<file path="src/rtl/rv_mem_arbiter.sv">
// Arbitrates one single-ported memory between the instruction-fetch and load/store ports; data has priority, fetch wins after MAX_STARVE data grants.
// Optional response timeout with error flag is built when RV_ARB_TIMEOUT_EN is defined.
module rv_mem_arbiter #(
  parameter int unsigned MAX_STARVE     = 4,
  parameter int unsigned TIMEOUT_CYCLES = 256
) (
  input  logic        clk_i,
  input  logic        rst_i,
  input  logic        instr_req_i,
  input  logic [31:0] instr_addr_i,
  output logic        instr_gnt_o,
  output logic        instr_rvalid_o,
  output logic [31:0] instr_rdata_o,
  output logic        instr_err_o,
  input  logic        data_req_i,
  input  logic        data_we_i,
  input  logic [3:0]  data_be_i,
  input  logic [31:0] data_addr_i,
  input  logic [31:0] data_wdata_i,
  output logic        data_gnt_o,
  output logic        data_rvalid_o,
  output logic [31:0] data_rdata_o,
  output logic        data_err_o,
  output logic        mem_req_o,
  output logic        mem_we_o,
  output logic [3:0]  mem_be_o,
  output logic [31:0] mem_addr_o,
  output logic [31:0] mem_wdata_o,
  input  logic        mem_gnt_i,
  input  logic        mem_rvalid_i,
  input  logic [31:0] mem_rdata_i
);

  typedef enum logic [1:0] {IDLE, WAIT_GNT, RESP} state_e;
  typedef enum logic {OWN_DATA = 1'b0, OWN_INSTR = 1'b1} owner_e;

  localparam int unsigned SW = $clog2(MAX_STARVE + 1);
  localparam logic [SW-1:0] STARVE_MAX = SW'(MAX_STARVE);

  state_e        state_q, state_d;
  owner_e        owner_q, owner_d;
  logic [SW-1:0] starve_cnt_q, starve_cnt_d;

  logic sel_instr;
  logic drive_req;
  logic grant;
  logic rvalid;
  logic err;
  logic timeout_hit;

`ifdef RV_ARB_TIMEOUT_EN
  localparam int unsigned TW = $clog2(TIMEOUT_CYCLES + 1);
  logic [TW-1:0] to_cnt_q, to_cnt_d;

  // Counts RESP cycles; zero in the first RESP cycle, so the timeout fires in RESP cycle TIMEOUT_CYCLES.
  always_comb begin
    to_cnt_d = '0;
    if (state_q == RESP) begin
      to_cnt_d = to_cnt_q + TW'(1);
    end
  end

  always_ff @(posedge clk_i or posedge rst_i) begin
    if (rst_i) begin
      to_cnt_q <= '0;
    end else begin
      to_cnt_q <= to_cnt_d;
    end
  end

  assign timeout_hit = (state_q == RESP) && (to_cnt_q == TW'(TIMEOUT_CYCLES - 1));
`else
  // No timeout logic; RESP waits for mem_rvalid_i indefinitely.
  assign timeout_hit = (TIMEOUT_CYCLES == 32'd0) && 1'b0;
`endif

  always_comb begin
    state_d      = state_q;
    owner_d      = owner_q;
    starve_cnt_d = starve_cnt_q;
    sel_instr    = (owner_q == OWN_INSTR);
    drive_req    = 1'b0;
    grant        = 1'b0;
    rvalid       = 1'b0;
    err          = 1'b0;

    case (state_q)
      IDLE: begin
        if (instr_req_i || data_req_i) begin
          sel_instr = instr_req_i && (!data_req_i || (starve_cnt_q == STARVE_MAX));
          drive_req = 1'b1;
          grant     = mem_gnt_i;
          owner_d   = sel_instr ? OWN_INSTR : OWN_DATA;
          state_d   = mem_gnt_i ? RESP : WAIT_GNT;
        end
      end
      WAIT_GNT: begin
        drive_req = 1'b1;
        grant     = mem_gnt_i;
        if (mem_gnt_i) begin
          state_d = RESP;
        end
      end
      RESP: begin
        if (mem_rvalid_i || timeout_hit) begin
          rvalid  = 1'b1;
          err     = timeout_hit && !mem_rvalid_i;
          state_d = IDLE;
        end
      end
      default: state_d = IDLE;
    endcase

    if (grant) begin
      if (sel_instr || !instr_req_i) begin
        starve_cnt_d = '0;
      end else if (starve_cnt_q != STARVE_MAX) begin
        starve_cnt_d = starve_cnt_q + SW'(1);
      end
    end
  end

  always_ff @(posedge clk_i or posedge rst_i) begin
    if (rst_i) begin
      state_q      <= IDLE;
      owner_q      <= OWN_DATA;
      starve_cnt_q <= '0;
    end else begin
      state_q      <= state_d;
      owner_q      <= owner_d;
      starve_cnt_q <= starve_cnt_d;
    end
  end

  // Request-side outputs are masked while reset is held so nothing leaks from live requester inputs.
  always_comb begin
    mem_req_o   = drive_req && !rst_i;
    mem_we_o    = 1'b0;
    mem_be_o    = 4'h0;
    mem_addr_o  = 32'h0;
    mem_wdata_o = 32'h0;
    if (drive_req && !rst_i) begin
      if (sel_instr) begin
        mem_be_o   = 4'hF;
        mem_addr_o = instr_addr_i;
      end else begin
        mem_we_o    = data_we_i;
        mem_be_o    = data_be_i;
        mem_addr_o  = data_addr_i;
        mem_wdata_o = data_wdata_i;
      end
    end
  end

  assign instr_gnt_o    = grant && sel_instr && !rst_i;
  assign data_gnt_o     = grant && !sel_instr && !rst_i;
  assign instr_rvalid_o = rvalid && (owner_q == OWN_INSTR);
  assign data_rvalid_o  = rvalid && (owner_q == OWN_DATA);
  assign instr_err_o    = err && (owner_q == OWN_INSTR);
  assign data_err_o     = err && (owner_q == OWN_DATA);
  assign instr_rdata_o  = mem_rdata_i;
  assign data_rdata_o   = mem_rdata_i;

endmodule

</file>
<file path="config.mk">
export PLATFORM = sky130hd
export DESIGN_NAME = rv_mem_arbiter
export DESIGN_NICKNAME = d
export VERILOG_FILES = /design/src/rtl/rv_mem_arbiter.sv
export SDC_FILE = /design/constraint.sdc
export NUM_CORES = 1
export LEC_CHECK = 0
export ABC_AREA = 1
export BUFFER_PORTS_ARGS = -buffer_cell sky130_fd_sc_hd__buf_4
export CAP_MARGIN = 20
export CORE_AREA = 2 2 107 109
export DETAILED_ROUTE_END_ITERATION = 16
export DIE_AREA = 0 0 109 111
export PLACE_DENSITY = 0.55
export SLEW_MARGIN = 20
export SYNTH_ARGS = -nofsm -noshare
export SYNTH_HDL_FRONTEND = slang
export SYNTH_SLANG_ARGS = --single-unit
</file>
<file path="constraint.sdc">
create_clock -name clk_i -period 3.2 [get_ports clk_i]
set_input_delay 0.16 -clock clk_i [delete_from_list [all_inputs] [get_ports clk_i]]
set_output_delay 0.16 -clock clk_i [all_outputs]
set_load 0.02 [all_outputs]
</file>
# Word level (Yosys, flattened, before mapping)
# Cells that the tools add are included.
# Widths: inputs -> output; s select.
[word_totals] register_bits=6 inputBits=139
[classes] n_eq_ne=7 muxes=24 reduce_logical=20 bitwise=1 addsub=1
[ops] cell="$mux 32" count=4
[ops] cell="$mux 1" count=9
[ops] cell="$logic_and 1x1->1" count=8
[ops] cell="$mux 2" count=4
[ops] cell="$mux 4" count=2
[ops] cell="$mux 3" count=2
[ops] cell="$ne 2x2->1 const B" count=3
[ops] cell="$pmux 2 s3" count=1
[ops] cell="$logic_not 1->1" count=4
[ops] cell="$pmux 1 s2" count=2
[ops] cell="$reduce_and 2->1" count=2
[ops] cell="$add 3x1->3 const B" count=1
[ops] cell="$eq 3x3->1 const B" count=1
[ops] cell="$logic_or 1x1->1" count=3
[ops] cell="$ne 3x3->1 const B" count=1
[ops] cell="$reduce_and 3->1" count=1
[ops] cell="$eq 2x1->1 const B" count=1
[ops] cell="$eq 2x2->1 const B" count=1
[ops] cell="$logic_not 2->1" count=1
[ops] cell="$reduce_bool 2->1" count=1
[ops] cell="$not 1->1" count=1

# Longest topological paths before layout
[logic_depth] ltp_word=8 ltp_mapped=11 depth_no_buf=9

# Worst setup path after synthesis
# No wires, ideal clock.
[synth_timing] kind="flip-flop to output port" from="register starve_cnt_q[0]" to="output data_gnt_o" arrival_time_ps=1597 path_stages_with_launch=10 t_required_ps=3040 setup_slack_ps=1443 cell_sequence="dfrtp_1 inv_1 ha_1 nand2_1 nand2_1 nand3_1 nand2_2 buf_6 buf_6 nor3_1"
[synth_between] elab_chain_len=8
[synth_rtl] item="start, declared" line="42" source="logic [SW-1:0] starve_cnt_q, starve_cnt_d;"
[synth_rtl] item="start signal, assigned" line="131" source="starve_cnt_q <= starve_cnt_d;"
[synth_rtl] item="$eq 3x3->1" line="90" source="sel_instr = instr_req_i && (!data_req_i || (starve_cnt_q == STARVE_MAX));"
[synth_rtl] item="$logic_or 1x1->1" line="90"
[synth_rtl] item="$logic_and 1x1->1" line="90"
[synth_rtl] item="$mux 1" line="89" source="if (instr_req_i || data_req_i) begin"
[synth_rtl] item="$mux 1" line="87" source="case (state_q)"
[synth_rtl] item="$logic_not 1->1" line="156" source="assign data_gnt_o = grant && !sel_instr && !rst_i;"
[synth_rtl] item="$logic_and 1x1->1 (2 in series)" line="156"
[synth_rtl] item="end, declared" line="20" source="output logic data_gnt_o,"
# Every way passes these cells.

# Final worst setup path
[layout_timing] from="register starve_cnt_q[0]" to="output mem_wdata_o[26]"
[layout_between] elab_chain_len=7
[layout_rtl] item="$eq 3x3->1" line="90"
[layout_rtl] item="$logic_or 1x1->1" line="90"
[layout_rtl] item="$logic_and 1x1->1" line="90"
[layout_rtl] item="$mux 1" line="89"
[layout_rtl] item="$mux 1" line="87"
[layout_rtl] item="$mux 32" line="143" source="if (sel_instr) begin"
[layout_rtl] item="$mux 32" line="142" source="if (drive_req && !rst_i) begin"
[layout_rtl] item="end, declared" line="28" source="output logic [31:0] mem_wdata_o,"
# Every way passes these cells.

==> metrics.yaml <==
layout_cell_share_with_drive_strength_beyond_1: 0.520
final-setup-viol-count: 0
pwr_density_cell_nw_per_um2: 383
ioPinCount: 279
drtAntennaViolNets: 0
tightestPinTransition_ns: 0.715
cts_buffers: 3
wl_met2_mm: 3.16
startpoint_type: "flop"
dr.pass1.iters: 4
crit_path_cell_trace: "inv_1, ha_1, nand2_1, nand2_1, nand3_1, nand2_2, inv_2, buf_12, nand2_1, nor2_1, buf_4"
synth_sequential_area_ratio: 0.0839
cell_leakage_power_nw: 1.57
dominantRegCellSynth: "sky130_fd_sc_hd__dfrtp_1"
netlist-cell-type-count: 23
worst_hold_slack_ns: 0.0944
cp_max_fo: 40
post_drt_wl_per_cell_um: 12.0
cts_tree: "built"
hp-class: "in2reg"
route.vias.total: 2162
die_x_um: 109
timing_worst_setup_path_type: "reg2out"
number_of_gates_resized_after_cts: 0
detail_route.wirelength.met1_mm: 2.56
synthTopCellsByCount: "sky130_fd_sc_hd__nor2_1, sky130_fd_sc_hd__buf_4, sky130_fd_sc_hd__nand2_1"
antennaDiodeCount: 0
post_synth_main_area_contributors: "sky130_fd_sc_hd__buf_4, sky130_fd_sc_hd__nor2_1, sky130_fd_sc_hd__dfrtp_1, sky130_fd_sc_hd__o21ai_0, sky130_fd_sc_hd__nand2_1"
power_mw: 1.07
first_iter_violations: 59
fin_area_um2: 2790
synth_edf_count: 0
finalWeightedCongestion: 0.791
routed-wl-met3_um: 705
per_instance_average_area_after_synthesis_um2: 5.75
number_of_antenna_violations_at_the_first_check_in_global_routing: 0
totalNegativeSetupSlack_ns: 0
critPathMaxStageDelay_ns: 0.43
post-cts-setup-buffer-count: 0
grt.total_usage: 0.102
grt_start_max_net_pins: 41
fraction_of_synthesized_cell_area_taken_by_the_top_area_cell_type: 0.294
required_ns: 3.04
finalWorstSetupSlack_ns: 0.864
place_worst_setup_slack_ns: 1.07
areaGrowthSynthToFinish_pct: 56.0
initial_utilization: 0.162
first_global_vias: 2038
place.detailed.hpwl_mm: 5.43
grt-ovfl-total: 0
ff2ff_setup_slack_ns: 1.83
dieHeight_um: 111
root_buffer: "sky130_fd_sc_hd__clkbuf_16"
end_kind: "output pin"
viasPerCell: 3.87
syn-instance-count: 311
report.final.hold_viol_count: 0
drv_cap: 0
layout_min_cycle_time_ns: 2.34
synth_most_common_cell: "sky130_fd_sc_hd__nor2_1"
library_cell_contributing_the_largest_single_delay_on_the_critical_path: "sky130_fd_sc_hd__inv_2"
first_pass_grt_wire_length_mm: 10.1
layout_worst_path_cycle_share: 0.730
max_slew_margin: 0.523
routed_wl_mm: 6.69
crit_top_cell: "sky130_fd_sc_hd__nand2_1"
clkLatencyLatePin_ns: 0.23
cts-hold-fix-buffers: 1
die_area_um2: 12100
port-buffer-count: 180
clk_pin_slew_worst_paths_ns: 0.03
yosys_register_bits: 6
drt_drc_violations_left: 0
mappedNetlistArea_um2: 1790
yosys_warnings: 0
rsz0062_at_grt: "no"
worst_ep_arrival_time_ns: 2.18
result_of_the_run: "finished clean"
synthDominantAreaCellType: "sky130_fd_sc_hd__buf_4"
fraction_of_registers_with_async_set_reset: 1.00
top_layer_used: "met4"
core_outline_area_um2: 11100
max-vdd-ir-drop_mv: 0.160
clkSinkCount: 6
post_dp_cell_area_um2: 2710
ctsLongestPathBuffers: 2
htree_num_levels: 1
final_net_count: 558
drv_slew: 0
finalClockSkew_ns: 0.000367
max_fclk_ghz: 0.428
fp-row-count: 39
per-layer routing:
layer	global-route usage	up-vias
met4	0.0453	0
met1	0.118	922
met3	0.0253	30
met2	0.176	121
li1	-	1089
met5	0	-
sequential cells by signal (all words and copies together), names as in the netlist:
| name | flops |
|---|---|
| state_q | 2 |
| starve_cnt_q | 3 |
| owner_q | 1 |
through the flow:
stage | utilization | std cells
after floorplan | - | 312
after global placement | 0.244 | 554
after detailed placement | 0.244 | 554
after CTS | 0.252 | 558
after global routing | 0.252 | 558
final | 0.252 | 558
cell families (layout without fill, tap and decap cells):
kind of cell,Yosys count,in the layout,share of synthesized area
other,1,2,0.00210
adder cells (fa/ha/maj),2,2,0.0140
buffers and inverters,100,203,0.398
XOR/XNOR,1,1,0.00490
AND/OR/NAND/NOR,163,163,0.387
flip-flops,6,6,0.0839
AO/OA/AOI/OAI,38,38,0.110
area by class of cell:
| type | count | area, µm² |
|---|---|---|
| inverter | 16 | 60.1 |
| timing repair buffer | 184 | 1400 |
| clock buffer | 3 | 75.1 |
| sequential | 6 | 150 |
| tap | 143 | 179 |
| multi-input combinational | 206 | 931 |
| fill | 1234 | 8290 |
final timing paths:
check	to	start	cells after the start
worst max-delay path	mem_wdata_o[26]	starve_cnt_q[0]	11
worst min-delay path	state_q[0]	mem_gnt_i	2
worst max register to register	owner_q	starve_cnt_q[0]	7
worst min register to register	starve_cnt_q[1]	starve_cnt_q[1]	2
max in group asynchronous	owner_q	rst_i	3
min in group asynchronous	starve_cnt_q[2]	rst_i	3
cell usage in the layout, fill, tap and decap left out, drive strengths merged, types with 2 or more instances in the layout:
cell type and count:
buf 183, nor2 106, nand2 48, o21ai 36, inv 16, nand3 6, dfrtp 6, clkbuf 3
ha 2, conb 2, nor3 2
critical path: cells and delay by family (launching register included):
kind / cells / cell delay, ns
simple gates: 6 / 0.45
flops: 1 / 0.38
buf+inv: 4 / 0.93
fa+ha+maj: 1 / 0.18
report_power, final:
part | switching, mW | total, mW | internal [mW] | leakage [nW]
Combinational | 0.451 | 0.762 | 0.311 | 1.46
Clock | 0.0384 | 0.198 | 0.160 | 0.0370
Sequential | 0.0156 | 0.108 | 0.0924 | 0.0784
No activity file was read; power rests on OpenSTA's default activity.
